==> src/rtl/mem_stage_pkg.sv <==
// Shared definitions for the MEM pipeline stage: FSM state encoding, the
// default access timeout and the memory-operation decode.
package mem_stage_pkg;

  typedef enum logic [0:0] {
    ST_IDLE = 1'b0,
    ST_WAIT = 1'b1
  } mem_state_e;

  typedef enum logic [1:0] {
    MOP_NONE  = 2'b00,
    MOP_LOAD  = 2'b01,
    MOP_STORE = 2'b10
  } mem_op_e;

  localparam int DEFAULT_TIMEOUT_CYCLES = 15;
  localparam logic [1:0] WORD_ALIGNED = 2'b00;

  // A store wins when both MemWriteE and MemtoRegE are raised.
  function automatic mem_op_e decode_mem_op(input logic mem_write, input logic mem_to_reg);
    mem_op_e op;
    if (mem_write) begin
      op = MOP_STORE;
    end else if (mem_to_reg) begin
      op = MOP_LOAD;
    end else begin
      op = MOP_NONE;
    end
    return op;
  endfunction

endpackage

==> src/rtl/mem_req_fsm.sv <==
// Data-memory request sequencer: IDLE/WAIT FSM, WAIT-cycle timeout counter,
// request/stall generation. Optional alignment check under MEM_ALIGN_CHECK_EN.
module mem_req_fsm
  import mem_stage_pkg::*;
#(
  parameter int TIMEOUT_CYCLES = DEFAULT_TIMEOUT_CYCLES
) (
  input  logic        CLK,
  input  logic        RESET,
  input  logic        MemWriteE,
  input  logic        MemtoRegE,
  input  logic [31:0] ALUOutE,
  input  logic [31:0] WriteDataE,
  input  logic        mem_ack,
  output logic        mem_req,
  output logic        mem_we,
  output logic [29:0] mem_addr,
  output logic [31:0] mem_wdata,
  output logic        stall_out,
  output logic        timeout_err,
  output logic        misalign_err,
  output logic        start_s,
  output logic        ack_done_s,
  output logic        misalign_s
);

  localparam int CNT_W = (TIMEOUT_CYCLES > 1) ? $clog2(TIMEOUT_CYCLES) : 1;
  localparam logic [CNT_W-1:0] CNT_LAST = CNT_W'(TIMEOUT_CYCLES - 1);

  mem_state_e       state_r;
  logic [CNT_W-1:0] cnt_r;
  mem_op_e          mem_op_s;
  logic             lsb_ok_s;
  logic             timeout_hit_s;
  logic             stall_s;

`ifdef MEM_ALIGN_CHECK_EN
  assign lsb_ok_s = (ALUOutE[1:0] == WORD_ALIGNED);
`else
  logic unused_lsb_s;
  assign unused_lsb_s = ^ALUOutE[1:0];
  assign lsb_ok_s     = 1'b1;
`endif

  // Next-step decode: accept, complete, time out or refuse an access.
  always_comb begin
    mem_op_s      = decode_mem_op(MemWriteE, MemtoRegE);
    start_s       = 1'b0;
    ack_done_s    = 1'b0;
    timeout_hit_s = 1'b0;
    misalign_s    = 1'b0;
    stall_s       = 1'b0;
    case (state_r)
      ST_IDLE: begin
        if (mem_op_s != MOP_NONE) begin
          misalign_s = ~lsb_ok_s;
          start_s    = lsb_ok_s;
          stall_s    = lsb_ok_s;
        end else begin
          start_s = 1'b0;
        end
      end
      ST_WAIT: begin
        ack_done_s    = mem_ack;
        timeout_hit_s = ~mem_ack & (cnt_r == CNT_LAST);
        stall_s       = ~(mem_ack | timeout_hit_s);
      end
      default: begin
        stall_s = 1'b0;
      end
    endcase
  end

  // Reset must drop the stall at once, even mid-WAIT.
  assign stall_out = stall_s & ~RESET;

  // FSM, timeout counter and registered request outputs.
  always_ff @(posedge CLK or posedge RESET) begin
    if (RESET) begin
      state_r      <= ST_IDLE;
      cnt_r        <= '0;
      mem_req      <= 1'b0;
      mem_we       <= 1'b0;
      mem_addr     <= 30'h0;
      mem_wdata    <= 32'h0;
      timeout_err  <= 1'b0;
      misalign_err <= 1'b0;
    end else begin
      misalign_err <= misalign_s;
      case (state_r)
        ST_IDLE: begin
          if (start_s) begin
            state_r   <= ST_WAIT;
            cnt_r     <= '0;
            mem_req   <= 1'b1;
            mem_we    <= (mem_op_s == MOP_STORE);
            mem_addr  <= ALUOutE[31:2];
            mem_wdata <= WriteDataE;
          end else begin
            state_r <= ST_IDLE;
          end
        end
        ST_WAIT: begin
          if (ack_done_s || timeout_hit_s) begin
            state_r   <= ST_IDLE;
            cnt_r     <= '0;
            mem_req   <= 1'b0;
            mem_we    <= 1'b0;
            mem_addr  <= 30'h0;
            mem_wdata <= 32'h0;
            if (timeout_hit_s) begin
              timeout_err <= 1'b1;
            end
          end else begin
            cnt_r <= cnt_r + CNT_W'(1);
          end
        end
        default: begin
          state_r <= ST_IDLE;
          mem_req <= 1'b0;
        end
      endcase
    end
  end

endmodule

==> src/rtl/mem_access_stage.sv <==
// MEM pipeline stage: data-memory access sequencing, IF redirect and MEM/WB
// register. Define MEM_ALIGN_CHECK_EN to refuse word-misaligned accesses.
module mem_access_stage
  import mem_stage_pkg::*;
#(
  parameter int TIMEOUT_CYCLES = DEFAULT_TIMEOUT_CYCLES
) (
  input  logic        CLK,
  input  logic        RESET,
  input  logic        RegWriteE,
  input  logic        MemtoRegE,
  input  logic        MemWriteE,
  input  logic        BranchE,
  input  logic        JumpE,
  input  logic        ZeroE,
  input  logic [31:0] ALUOutE,
  input  logic [31:0] WriteDataE,
  input  logic [31:0] PCBranchE,
  input  logic [4:0]  wb_addrE,
  output logic        mem_req,
  output logic        mem_we,
  output logic [29:0] mem_addr,
  output logic [31:0] mem_wdata,
  input  logic        mem_ack,
  input  logic [31:0] mem_rdata,
  output logic        PCSrc,
  output logic [31:0] PC_next_jumpOrBranch,
  output logic        stall_out,
  output logic        RegWriteM,
  output logic        MemtoRegM,
  output logic [31:0] ALUOutM,
  output logic [31:0] ReadDataM,
  output logic [4:0]  wb_addrM,
  output logic        timeout_err,
  output logic        misalign_err
);

  logic start_s;
  logic ack_done_s;
  logic misalign_s;

  mem_req_fsm #(
    .TIMEOUT_CYCLES(TIMEOUT_CYCLES)
  ) u_fsm (
    .CLK         (CLK),
    .RESET       (RESET),
    .MemWriteE   (MemWriteE),
    .MemtoRegE   (MemtoRegE),
    .ALUOutE     (ALUOutE),
    .WriteDataE  (WriteDataE),
    .mem_ack     (mem_ack),
    .mem_req     (mem_req),
    .mem_we      (mem_we),
    .mem_addr    (mem_addr),
    .mem_wdata   (mem_wdata),
    .stall_out   (stall_out),
    .timeout_err (timeout_err),
    .misalign_err(misalign_err),
    .start_s     (start_s),
    .ack_done_s  (ack_done_s),
    .misalign_s  (misalign_s)
  );

  // IF-stage redirect, forced low while reset is held.
  always_comb begin
    if (RESET) begin
      PCSrc                = 1'b0;
      PC_next_jumpOrBranch = 32'h0;
    end else begin
      PCSrc                = (BranchE & ZeroE) | JumpE;
      PC_next_jumpOrBranch = PCBranchE;
    end
  end

  // MEM/WB register: bubble while an access is pending, refused or timed out.
  always_ff @(posedge CLK or posedge RESET) begin
    if (RESET) begin
      RegWriteM <= 1'b0;
      MemtoRegM <= 1'b0;
      ALUOutM   <= 32'h0;
      ReadDataM <= 32'h0;
      wb_addrM  <= 5'h0;
    end else if (ack_done_s) begin
      RegWriteM <= RegWriteE & ~MemWriteE;
      MemtoRegM <= MemtoRegE & ~MemWriteE;
      ALUOutM   <= ALUOutE;
      wb_addrM  <= wb_addrE;
      if (decode_mem_op(MemWriteE, MemtoRegE) == MOP_LOAD) begin
        ReadDataM <= mem_rdata;
      end
    end else if (mem_req || start_s || misalign_s) begin
      RegWriteM <= 1'b0;
      MemtoRegM <= 1'b0;
    end else begin
      RegWriteM <= RegWriteE;
      MemtoRegM <= MemtoRegE;
      ALUOutM   <= ALUOutE;
      wb_addrM  <= wb_addrE;
    end
  end

endmodule

==> config.mk <==
export PLATFORM = sky130hd
export DESIGN_NAME = mem_access_stage
export DESIGN_NICKNAME = d
export VERILOG_FILES = /design/src/rtl/mem_stage_pkg.sv /design/src/rtl/mem_req_fsm.sv /design/src/rtl/mem_access_stage.sv
export SDC_FILE = /design/constraint.sdc
export NUM_CORES = 1
export LEC_CHECK = 0
export ABC_AREA = 1
export CELL_PAD_IN_SITES_DETAIL_PLACEMENT = 1
export CELL_PAD_IN_SITES_GLOBAL_PLACEMENT = 1
export CORE_ASPECT_RATIO = 0.9
export CORE_UTILIZATION = 28
export CTS_CLUSTER_SIZE = 30
export DETAILED_ROUTE_END_ITERATION = 8
export HOLD_SLACK_MARGIN = 0.05
export PLACE_DENSITY = 0.87
export SYNTH_ARGS = -nofsm -noshare
export SYNTH_HDL_FRONTEND = slang
export SYNTH_SLANG_ARGS = --single-unit
==> constraint.sdc <==
create_clock -name CLK -period 6.55 [get_ports CLK]
set_clock_uncertainty 0.1 [all_clocks]
set_input_delay 1.6375 -clock CLK [delete_from_list [all_inputs] [get_ports CLK]]
set_output_delay 1.6375 -clock CLK [all_outputs]
set_load 0.01 [all_outputs]
==> run_summary.xml, run 1 <==
<?xml version="1.0" encoding="UTF-8"?>
<metrics>
  <group name="clocking">
    <metric name="cts_tree" unit="">yes</metric>
    <metric name="cts_root_buf" unit="">sky130_fd_sc_hd__clkbuf_16</metric>
    <metric name="cts-root-to-sink-buffers" unit="">2</metric>
    <metric name="clock_latency" unit="ps">420</metric>
    <metric name="cts.reportedPaths.clkPinSlew" unit="ps">60</metric>
    <metric name="post-cts-setup-buffer-count" unit="">0</metric>
    <metric name="post_cts_resized" unit="">0</metric>
    <metric name="clock_sink_count" unit="">141</metric>
    <metric name="cts_hold_repair.buffers" unit="">0</metric>
    <metric name="cts_buffers" unit="">17</metric>
    <metric name="htree_levels" unit="">4</metric>
  </group>
  <group name="pwr">
    <metric name="total_design_power" unit="W">0.00380</metric>
    <metric name="power_density" unit="nW/um^2">385</metric>
    <metric name="p_leak" unit="nW">4.83</metric>
    <metric name="ir_drop" unit="uV">175</metric>
  </group>
  <group name="yosys">
    <metric name="ys_types" unit="">22</metric>
    <metric name="avg_inst_size_synth" unit="um^2">8.57</metric>
    <metric name="synth_seq_cells" unit="">141</metric>
    <metric name="synthesis.yosys.warnings" unit="">0</metric>
    <metric name="seq_area_frac_synth" unit="">0.593</metric>
    <metric name="synth_top_cells_by_area" unit="">sky130_fd_sc_hd__dfrtp_1 59%, sky130_fd_sc_hd__nand2_1 15%, sky130_fd_sc_hd__nand3_1 9.8%</metric>
    <metric name="post_synth_inst_count" unit="">694</metric>
    <metric name="netlist_area" unit="um^2">5950</metric>
    <metric name="mapped_nets" unit="">838</metric>
    <metric name="synthDominantCellAreaShare" unit="">0.593</metric>
    <metric name="post-synth-top-area-cell" unit="">sky130_fd_sc_hd__dfrtp_1</metric>
  </group>
  <group name="critical_path">
    <metric name="timing.critical_path.required" unit="ps">4810</metric>
    <metric name="critPathCaptureType" unit="">output port</metric>
    <metric name="crit_path_class" unit="">input port to output port</metric>
    <metric name="critical-path-top-cell-by-count" unit="">sky130_fd_sc_hd__clkdlybuf4s50_1</metric>
    <metric name="cpLargestDelayFamily" unit="">buffers and inverters</metric>
    <metric name="worst-endpoint-arrival" unit="ps">3180</metric>
    <metric name="critical_path_cell_sequence" unit="">clkdlybuf4s50_1 &gt; inv_1 &gt; nand3_1 &gt; a21oi_1 &gt; clkdlybuf4s50_1</metric>
    <metric name="cp_slowest_cell" unit="">sky130_fd_sc_hd__clkdlybuf4s50_1</metric>
    <metric name="crit_buf_inv" unit="">3</metric>
    <metric name="critPathMaxStageDelay" unit="ps">580</metric>
    <metric name="worst_setup_path_start_kind" unit="">input port</metric>
    <metric name="crit_path_max_fanout" unit="">6</metric>
  </group>
  <group name="timing">
    <metric name="slew_headroom" unit="">0.304</metric>
    <metric name="setup_tns" unit="ps">0</metric>
    <metric name="worst_slew_pin_slew" unit="ps">1040</metric>
    <metric name="fin_ws" unit="ps">1630</metric>
    <metric name="timing_hold_violations_final" unit="">0</metric>
    <metric name="final_cycle_share" unit="">0.751</metric>
    <metric name="setup_viol" unit="">0</metric>
    <metric name="fmaxAchievable" unit="MHz">203</metric>
    <metric name="hold_slack" unit="ps">387</metric>
    <metric name="max_slew_violation_count" unit="">0</metric>
    <metric name="grt_setup_unrepaired" unit="">false</metric>
    <metric name="finalCriticalPeriod" unit="ps">4920</metric>
  </group>
  <group name="grt">
    <metric name="largest_net_degree_at_the_start_of_global_routing" unit="">112</metric>
    <metric name="grt_usage" unit="">0.211</metric>
    <metric name="grt_pass1_vias" unit="">6258</metric>
    <metric name="remaining_overflow_grt" unit="">0</metric>
    <metric name="global_route.peak_usage_layer" unit="">met2</metric>
    <metric name="grt_util_met2" unit="">0.376</metric>
    <metric name="grt_antenna_before_repair" unit="">1</metric>
    <metric name="grt_pass1_wl" unit="um">34900</metric>
    <metric name="global_route.usage.met1" unit="">0.240</metric>
    <metric name="gr_util_met3" unit="">0.0709</metric>
  </group>
  <group name="place">
    <metric name="place_ws" unit="ps">1640</metric>
    <metric name="place.detailed.instances" unit="">1256</metric>
    <metric name="routabilityCongestion" unit="">0.751</metric>
    <metric name="port_buffers" unit="">311</metric>
    <metric name="dp.final_hpwl" unit="um">16000</metric>
  </group>
  <group name="floorplan">
    <metric name="die_width" unit="um">156</metric>
    <metric name="row_count" unit="">50</metric>
    <metric name="core_area" unit="um^2">20800</metric>
    <metric name="die_y" unit="um">140</metric>
    <metric name="floorplan.die_area" unit="um^2">21800</metric>
    <metric name="boundaryPins" unit="">313</metric>
    <metric name="start_util" unit="">0.286</metric>
  </group>
  <group name="detailed_routing">
    <metric name="drc" unit="">0</metric>
    <metric name="drt_first_iter_violations" unit="">287</metric>
    <metric name="route.antenna.remaining_nets" unit="">0</metric>
    <metric name="wl_per_cell" unit="um">17.4</metric>
    <metric name="routed_via_density" unit="">4.53</metric>
    <metric name="wl" unit="um">22500</metric>
    <metric name="length_of_the_first_detailed_routing_pass_in_iterations" unit="">4</metric>
    <metric name="routed-via-count" unit="">5831</metric>
  </group>
  <group name="hold_path">
    <metric name="min-delay-path-class" unit="">flop to flop</metric>
  </group>
  <group name="job">
    <metric name="max_cap_viol_count" unit="">0</metric>
  </group>
  <group name="finish">
    <metric name="filler_cell_count" unit="">2425</metric>
    <metric name="area_growth_syn_to_layout" unit="%">66.0</metric>
    <metric name="count_of_antenna_diodes_in_the_layout" unit="">0</metric>
    <metric name="layout-drive-gt1-share" unit="">0.0459</metric>
    <metric name="layoutNonFillerInstCount" unit="">1288</metric>
    <metric name="final_net_count" unit="">1133</metric>
  </group>
  <group name="outcome">
    <metric name="run_status" unit="">finished clean</metric>
  </group>
</metrics>
## worst paths after layout
path | start | endpoint | slack (ps) | cells past startpoint
min | ReadDataM[17]$_DFFE_PP0P_ | ReadDataM[17]$_DFFE_PP0P_ | 390 | 2
min reg2reg | ReadDataM[17]$_DFFE_PP0P_ | ReadDataM[17]$_DFFE_PP0P_ | 390 | 2
min in group asynchronous | RESET | u_fsm.mem_req$_DFFE_PP0P_ | 1950 | 3
max in group asynchronous | RESET | ReadDataM[26]$_DFFE_PP0P_ | 3420 | 4
max | mem_ack | stall_out | 1630 | 5
max reg2reg | u_fsm.state_r$_DFF_PP0_ | MemtoRegM$_DFF_PP0_ | 3650 | 9
## stage by stage
step | utilization | area, um^2
after floorplan | - | 5950
after global placement | 0.443 | 9230
after detailed placement | 0.443 | 9230
after CTS | 0.474 | 9880
after global routing | 0.474 | 9880
final | 0.474 | 9880
## cell usage after synthesis
library cell	count
sky130_fd_sc_hd__o21ai_4	1
sky130_fd_sc_hd__buf_6	5
sky130_fd_sc_hd__nand2_2	2
sky130_fd_sc_hd__o21ai_0	37
sky130_fd_sc_hd__nor3_1	1
sky130_fd_sc_hd__buf_4	9
sky130_fd_sc_hd__ha_1	2
sky130_fd_sc_hd__xnor2_1	1
sky130_fd_sc_hd__buf_1	1
sky130_fd_sc_hd__o21bai_1	1
sky130_fd_sc_hd__inv_2	2
sky130_fd_sc_hd__clkbuf_1	11
sky130_fd_sc_hd__buf_2	18
sky130_fd_sc_hd__nand3_1	116
sky130_fd_sc_hd__nor2_1	35
sky130_fd_sc_hd__nand4_2	1
sky130_fd_sc_hd__inv_1	72
sky130_fd_sc_hd__nand4_1	1
sky130_fd_sc_hd__nand2_1	234
sky130_fd_sc_hd__a21oi_1	2
sky130_fd_sc_hd__conb_1	1
sky130_fd_sc_hd__dfrtp_1	141
## worst register-to-register path, stage by stage, from the launching register on
cell and delay [ps]:
sky130_fd_sc_hd__dfrtp_1 500, sky130_fd_sc_hd__inv_2 230, sky130_fd_sc_hd__o21ai_4 120, sky130_fd_sc_hd__buf_4 690, sky130_fd_sc_hd__nand2_2 70, sky130_fd_sc_hd__buf_4 290
sky130_fd_sc_hd__nand2_1 120, sky130_fd_sc_hd__buf_4 400, sky130_fd_sc_hd__inv_1 120, sky130_fd_sc_hd__nor2_1 170
## cells in the final DEF (no fill, tap or decap)
| master | count |
|---|---|
| sky130_fd_sc_hd__a21oi_1 | 2 |
| sky130_fd_sc_hd__clkinvlp_4 | 1 |
| sky130_fd_sc_hd__clkdlybuf4s50_1 | 311 |
| sky130_fd_sc_hd__nand4_2 | 1 |
| sky130_fd_sc_hd__bufinv_16 | 5 |
| sky130_fd_sc_hd__nand4_1 | 1 |
| sky130_fd_sc_hd__nand2_2 | 2 |
| sky130_fd_sc_hd__nand3_1 | 116 |
| sky130_fd_sc_hd__inv_1 | 71 |
| sky130_fd_sc_hd__inv_2 | 2 |
| sky130_fd_sc_hd__ha_1 | 2 |
| sky130_fd_sc_hd__o21bai_1 | 1 |
| sky130_fd_sc_hd__clkbuf_1 | 2 |
| sky130_fd_sc_hd__clkinv_2 | 2 |
| sky130_fd_sc_hd__buf_4 | 9 |
| sky130_fd_sc_hd__clkinv_4 | 2 |
| sky130_fd_sc_hd__xnor2_1 | 1 |
| sky130_fd_sc_hd__clkbuf_16 | 17 |
| sky130_fd_sc_hd__conb_1 | 1 |
| sky130_fd_sc_hd__nand2_1 | 234 |
| sky130_fd_sc_hd__inv_6 | 4 |
| sky130_fd_sc_hd__o21ai_0 | 37 |
| sky130_fd_sc_hd__nor3_1 | 1 |
| sky130_fd_sc_hd__nor2_1 | 35 |
| sky130_fd_sc_hd__o21ai_4 | 1 |
| sky130_fd_sc_hd__dfrtp_1 | 141 |
## power breakdown
group,internal (W),switching (W)
Sequential,0.00116,0.000175
Combinational,0.000716,0.000686
Clock,0.000680,0.000386
## kinds of logic after synthesis
kind of cell | Yosys count | synth area share
and+or+nand+nor | 390 | 0.273
xor gates and xnor gates | 1 | 0.00147
AOI/OAI and AO/OA | 41 | 0.0368
other | 1 | 0.000630
DFF | 141 | 0.593
buffers and inverters | 118 | 0.0902
adders and majority gates | 2 | 0.00421
## metal layers
layer  vias to the layer above  wire length [um]
met5                         -                 0
met4                         0               216
met3                        17              1870
met2                       215             11400
met1                      2862              8940
li1                       2737                 -
## state kept, by name (all words and copies together) (netlist names)
| name | flops |
|---|---|
| u_fsm.state_r | 1 |
| wb_addrM | 5 |
| u_fsm.mem_we | 1 |
| u_fsm.timeout_err | 1 |
| u_fsm.mem_req | 1 |
| u_fsm.mem_wdata | 32 |
| ALUOutM | 32 |
| u_fsm.cnt_r | 4 |
| RegWriteM | 1 |
| ReadDataM | 32 |
| u_fsm.mem_addr | 30 |
| MemtoRegM | 1 |
## area by class of cell
type | count | area [um^2] | area share
inverters | 74 | 283 | 0.0286
multi-input cells | 435 | 1880 | 0.191
well taps | 286 | 358 | 0.0362
clock inverters | 13 | 211 | 0.0214
clock buffers | 19 | 433 | 0.0438
repair buffers | 320 | 3180 | 0.322
flip-flops and latches | 141 | 3530 | 0.357
Power figures use the tool's default switching activity.
==> run 2: changes to the inputs <==
clock period = 4.93 ns   (was 6.55 ns; I/O delays follow)
==> run_summary.xml, run 2 (synthesis results as in run 1) <==
<?xml version="1.0" encoding="UTF-8"?>
<metrics>
  <group name="outcome">
    <metric name="run_status" unit="">finished clean</metric>
  </group>
  <group name="floorplan">
    <metric name="start_util" unit="">0.286</metric>
    <metric name="core_area" unit="um^2">20800</metric>
    <metric name="die_width" unit="um">156</metric>
    <metric name="row_count" unit="">50</metric>
    <metric name="die_y" unit="um">140</metric>
    <metric name="floorplan.die_area" unit="um^2">21800</metric>
    <metric name="boundaryPins" unit="">313</metric>
  </group>
  <group name="place">
    <metric name="dp.final_hpwl" unit="um">15900</metric>
    <metric name="port_buffers" unit="">311</metric>
    <metric name="place_ws" unit="ps">806</metric>
    <metric name="routabilityCongestion" unit="">0.742</metric>
  </group>
  <group name="detailed_routing">
    <metric name="drt_first_iter_violations" unit="">250</metric>
    <metric name="routed_via_density" unit="">4.55</metric>
    <metric name="drc" unit="">0</metric>
    <metric name="wl_per_cell" unit="um">17.3</metric>
    <metric name="routed-via-count" unit="">5872</metric>
    <metric name="route.antenna.remaining_nets" unit="">0</metric>
    <metric name="wl" unit="um">22300</metric>
    <metric name="length_of_the_first_detailed_routing_pass_in_iterations" unit="">4</metric>
  </group>
  <group name="critical_path">
    <metric name="worst_r2r_endpoint" unit="">MemtoRegM$_DFF_PP0_</metric>
    <metric name="critical_path_cell_count" unit="">5</metric>
    <metric name="crit_path_max_fanout" unit="">6</metric>
    <metric name="critPathCaptureType" unit="">output port</metric>
    <metric name="cpLargestDelayFamily" unit="">buffers and inverters</metric>
    <metric name="worst_setup_path_endpoint" unit="">stall_out</metric>
    <metric name="critPathMaxStageDelay" unit="ps">580</metric>
    <metric name="worst_setup_path_startpoint" unit="">mem_ack</metric>
    <metric name="cp_slowest_cell" unit="">sky130_fd_sc_hd__clkdlybuf4s50_1</metric>
    <metric name="worst_setup_path_start_kind" unit="">input port</metric>
    <metric name="critical-path-top-cell-by-count" unit="">sky130_fd_sc_hd__clkdlybuf4s50_1</metric>
    <metric name="timing.critical_path.required" unit="ps">3600</metric>
    <metric name="ff_to_ff_setup_slack" unit="ps">2080</metric>
    <metric name="rr_worst_depth" unit="">9</metric>
    <metric name="critical_path_cell_sequence" unit="">clkdlybuf4s50_1 &gt; inv_1 &gt; nand3_1 &gt; a21oi_1 &gt; clkdlybuf4s50_1</metric>
    <metric name="worst-endpoint-arrival" unit="ps">2790</metric>
    <metric name="crit_buf_inv" unit="">3</metric>
    <metric name="crit_path_class" unit="">input port to output port</metric>
    <metric name="worstReg2RegStart" unit="">u_fsm.state_r$_DFF_PP0_</metric>
  </group>
  <group name="timing">
    <metric name="max_slew_violation_count" unit="">0</metric>
    <metric name="timing_hold_violations_final" unit="">0</metric>
    <metric name="setup_tns" unit="ps">0</metric>
    <metric name="grt_setup_unrepaired" unit="">false</metric>
    <metric name="setup_viol" unit="">0</metric>
    <metric name="fmaxAchievable" unit="MHz">243</metric>
    <metric name="slew_headroom" unit="">0.302</metric>
    <metric name="worst_slew_pin_slew" unit="ps">1040</metric>
    <metric name="final_cycle_share" unit="">0.836</metric>
    <metric name="finalCriticalPeriod" unit="ps">4120</metric>
    <metric name="fin_ws" unit="ps">810</metric>
  </group>
  <group name="finish">
    <metric name="filler_cell_count" unit="">2429</metric>
    <metric name="multiInputGateArea" unit="um^2">1880</metric>
    <metric name="most-common-layout-cells" unit="">311 x sky130_fd_sc_hd__clkdlybuf4s50_1, 234 x sky130_fd_sc_hd__nand2_1, 141 x sky130_fd_sc_hd__dfrtp_1, 116 x sky130_fd_sc_hd__nand3_1, 71 x sky130_fd_sc_hd__inv_1</metric>
    <metric name="final_net_count" unit="">1135</metric>
    <metric name="area_growth_syn_to_layout" unit="%">66.3</metric>
    <metric name="regArea" unit="um^2">3530</metric>
    <metric name="layout-drive-gt1-share" unit="">0.0488</metric>
    <metric name="layout_commonest_cell" unit="">sky130_fd_sc_hd__clkdlybuf4s50_1</metric>
    <metric name="largest_registers" unit="">ALUOutM: 32 flops, ReadDataM: 32 flops, u_fsm.mem_wdata: 32 flops</metric>
  </group>
  <group name="grt">
    <metric name="grt_pass1_vias" unit="">6373</metric>
    <metric name="remaining_overflow_grt" unit="">0</metric>
    <metric name="grt_usage" unit="">0.210</metric>
    <metric name="grt_antenna_before_repair" unit="">1</metric>
    <metric name="largest_net_degree_at_the_start_of_global_routing" unit="">79</metric>
    <metric name="grt_pass1_wl" unit="um">35100</metric>
  </group>
  <group name="clocking">
    <metric name="cts-root-to-sink-buffers" unit="">2</metric>
    <metric name="clock_latency" unit="ps">410</metric>
    <metric name="htree_levels" unit="">4</metric>
    <metric name="cts_root_buf" unit="">sky130_fd_sc_hd__clkbuf_16</metric>
    <metric name="cts_buffers" unit="">17</metric>
    <metric name="cts.reportedPaths.clkPinSlew" unit="ps">60</metric>
    <metric name="post_cts_resized" unit="">0</metric>
    <metric name="cts_tree" unit="">yes</metric>
    <metric name="post-cts-setup-buffer-count" unit="">0</metric>
    <metric name="clock_sink_count" unit="">141</metric>
    <metric name="cts_hold_repair.buffers" unit="">0</metric>
  </group>
  <group name="pwr">
    <metric name="power_switching_share" unit="">0.333</metric>
    <metric name="internal-power" unit="W">0.00332</metric>
    <metric name="ir_drop" unit="uV">221</metric>
    <metric name="seq_power_share" unit="">0.353</metric>
    <metric name="combinationalPowerShare" unit="">0.374</metric>
    <metric name="total_design_power" unit="W">0.00498</metric>
    <metric name="power_density" unit="nW/um^2">503</metric>
    <metric name="p_switching" unit="W">0.00166</metric>
    <metric name="clkPwrFrac" unit="">0.273</metric>
    <metric name="p_leak" unit="nW">4.83</metric>
  </group>
  <group name="hold_path">
    <metric name="min-delay-path-class" unit="">flop to flop</metric>
  </group>
  <group name="job">
    <metric name="max_cap_viol_count" unit="">0</metric>
  </group>
</metrics>
==> run 2: how the worst min path moves through the flow <==
stage / cells past startpoint / from / end / slack, ps
final: 2 / ReadDataM[25]$_DFFE_PP0P_ / ReadDataM[25]$_DFFE_PP0P_ / 390
after floorplan: 2 / u_fsm.cnt_r[3]$_DFFE_PP0P_ / u_fsm.cnt_r[3]$_DFFE_PP0P_ / 390
after global routing: 2 / ReadDataM[25]$_DFFE_PP0P_ / ReadDataM[25]$_DFFE_PP0P_ / 410
after detailed placement: 2 / ReadDataM[25]$_DFFE_PP0P_ / ReadDataM[25]$_DFFE_PP0P_ / 380
after global placement: 1 / u_fsm.timeout_err$_DFFE_PP0P_ / u_fsm.timeout_err$_DFFE_PP0P_ / 360
after CTS: 2 / ReadDataM[25]$_DFFE_PP0P_ / ReadDataM[25]$_DFFE_PP0P_ / 390
==> run 2: power groups by stage <==
stage	registers, W	logic [W]	clock network [W]
4_1_cts	0.00176	0.00189	0.00140
6_report	0.00176	0.00186	0.00136
5_1_grt	0.00180	0.00202	0.00144
2_1_floorplan	0.00193	0.000578	0
3_5_place_dp	0.00178	0.00188	0
3_3_place_gp	0.00175	0.00182	0
==> run 2: worst register-to-register path, stage by stage (launching register included) <==
cell and delay [ps]:
sky130_fd_sc_hd__dfrtp_1 510, sky130_fd_sc_hd__inv_2 240, sky130_fd_sc_hd__o21ai_4 120, sky130_fd_sc_hd__buf_4 670
sky130_fd_sc_hd__nand2_2 70, sky130_fd_sc_hd__buf_4 310, sky130_fd_sc_hd__nand2_1 120, sky130_fd_sc_hd__buf_4 400
sky130_fd_sc_hd__inv_1 120, sky130_fd_sc_hd__nor2_1 120
==> run 2: layout make-up <==
type                            instances  share of cell area
Multi-Input combinational cell        435               0.190
Clock inverter                         12              0.0163
Clock buffer                           20              0.0462
Tap cell                              286              0.0362
Sequential cell                       141               0.357
Antenna cell                            1            0.000253
Inverter                               74              0.0285
Timing Repair Buffer                  322               0.326
==> run 2: metrics by stage <==
stage / hold slack, ps / std cells / area [um^2] / util
floorplan: 393 / 694 / 5950 / -
global placement: 363 / 1258 / 9270 / 0.445
detailed placement: 376 / 1258 / 9270 / 0.445
CTS: 389 / 1290 / 9890 / 0.475
global route: 409 / 1291 / 9890 / 0.475
finish: 387 / 1291 / 9890 / 0.475
==> run 2: routing by layer <==
metal / vias up / routed length, um / global-route usage
met4: 0 / 409 / 0.0707
met2: 223 / 11000 / 0.366
li1: 2748 / - / -
met1: 2878 / 9020 / 0.238
met3: 23 / 1850 / 0.0721
met5: - / 0 / 0
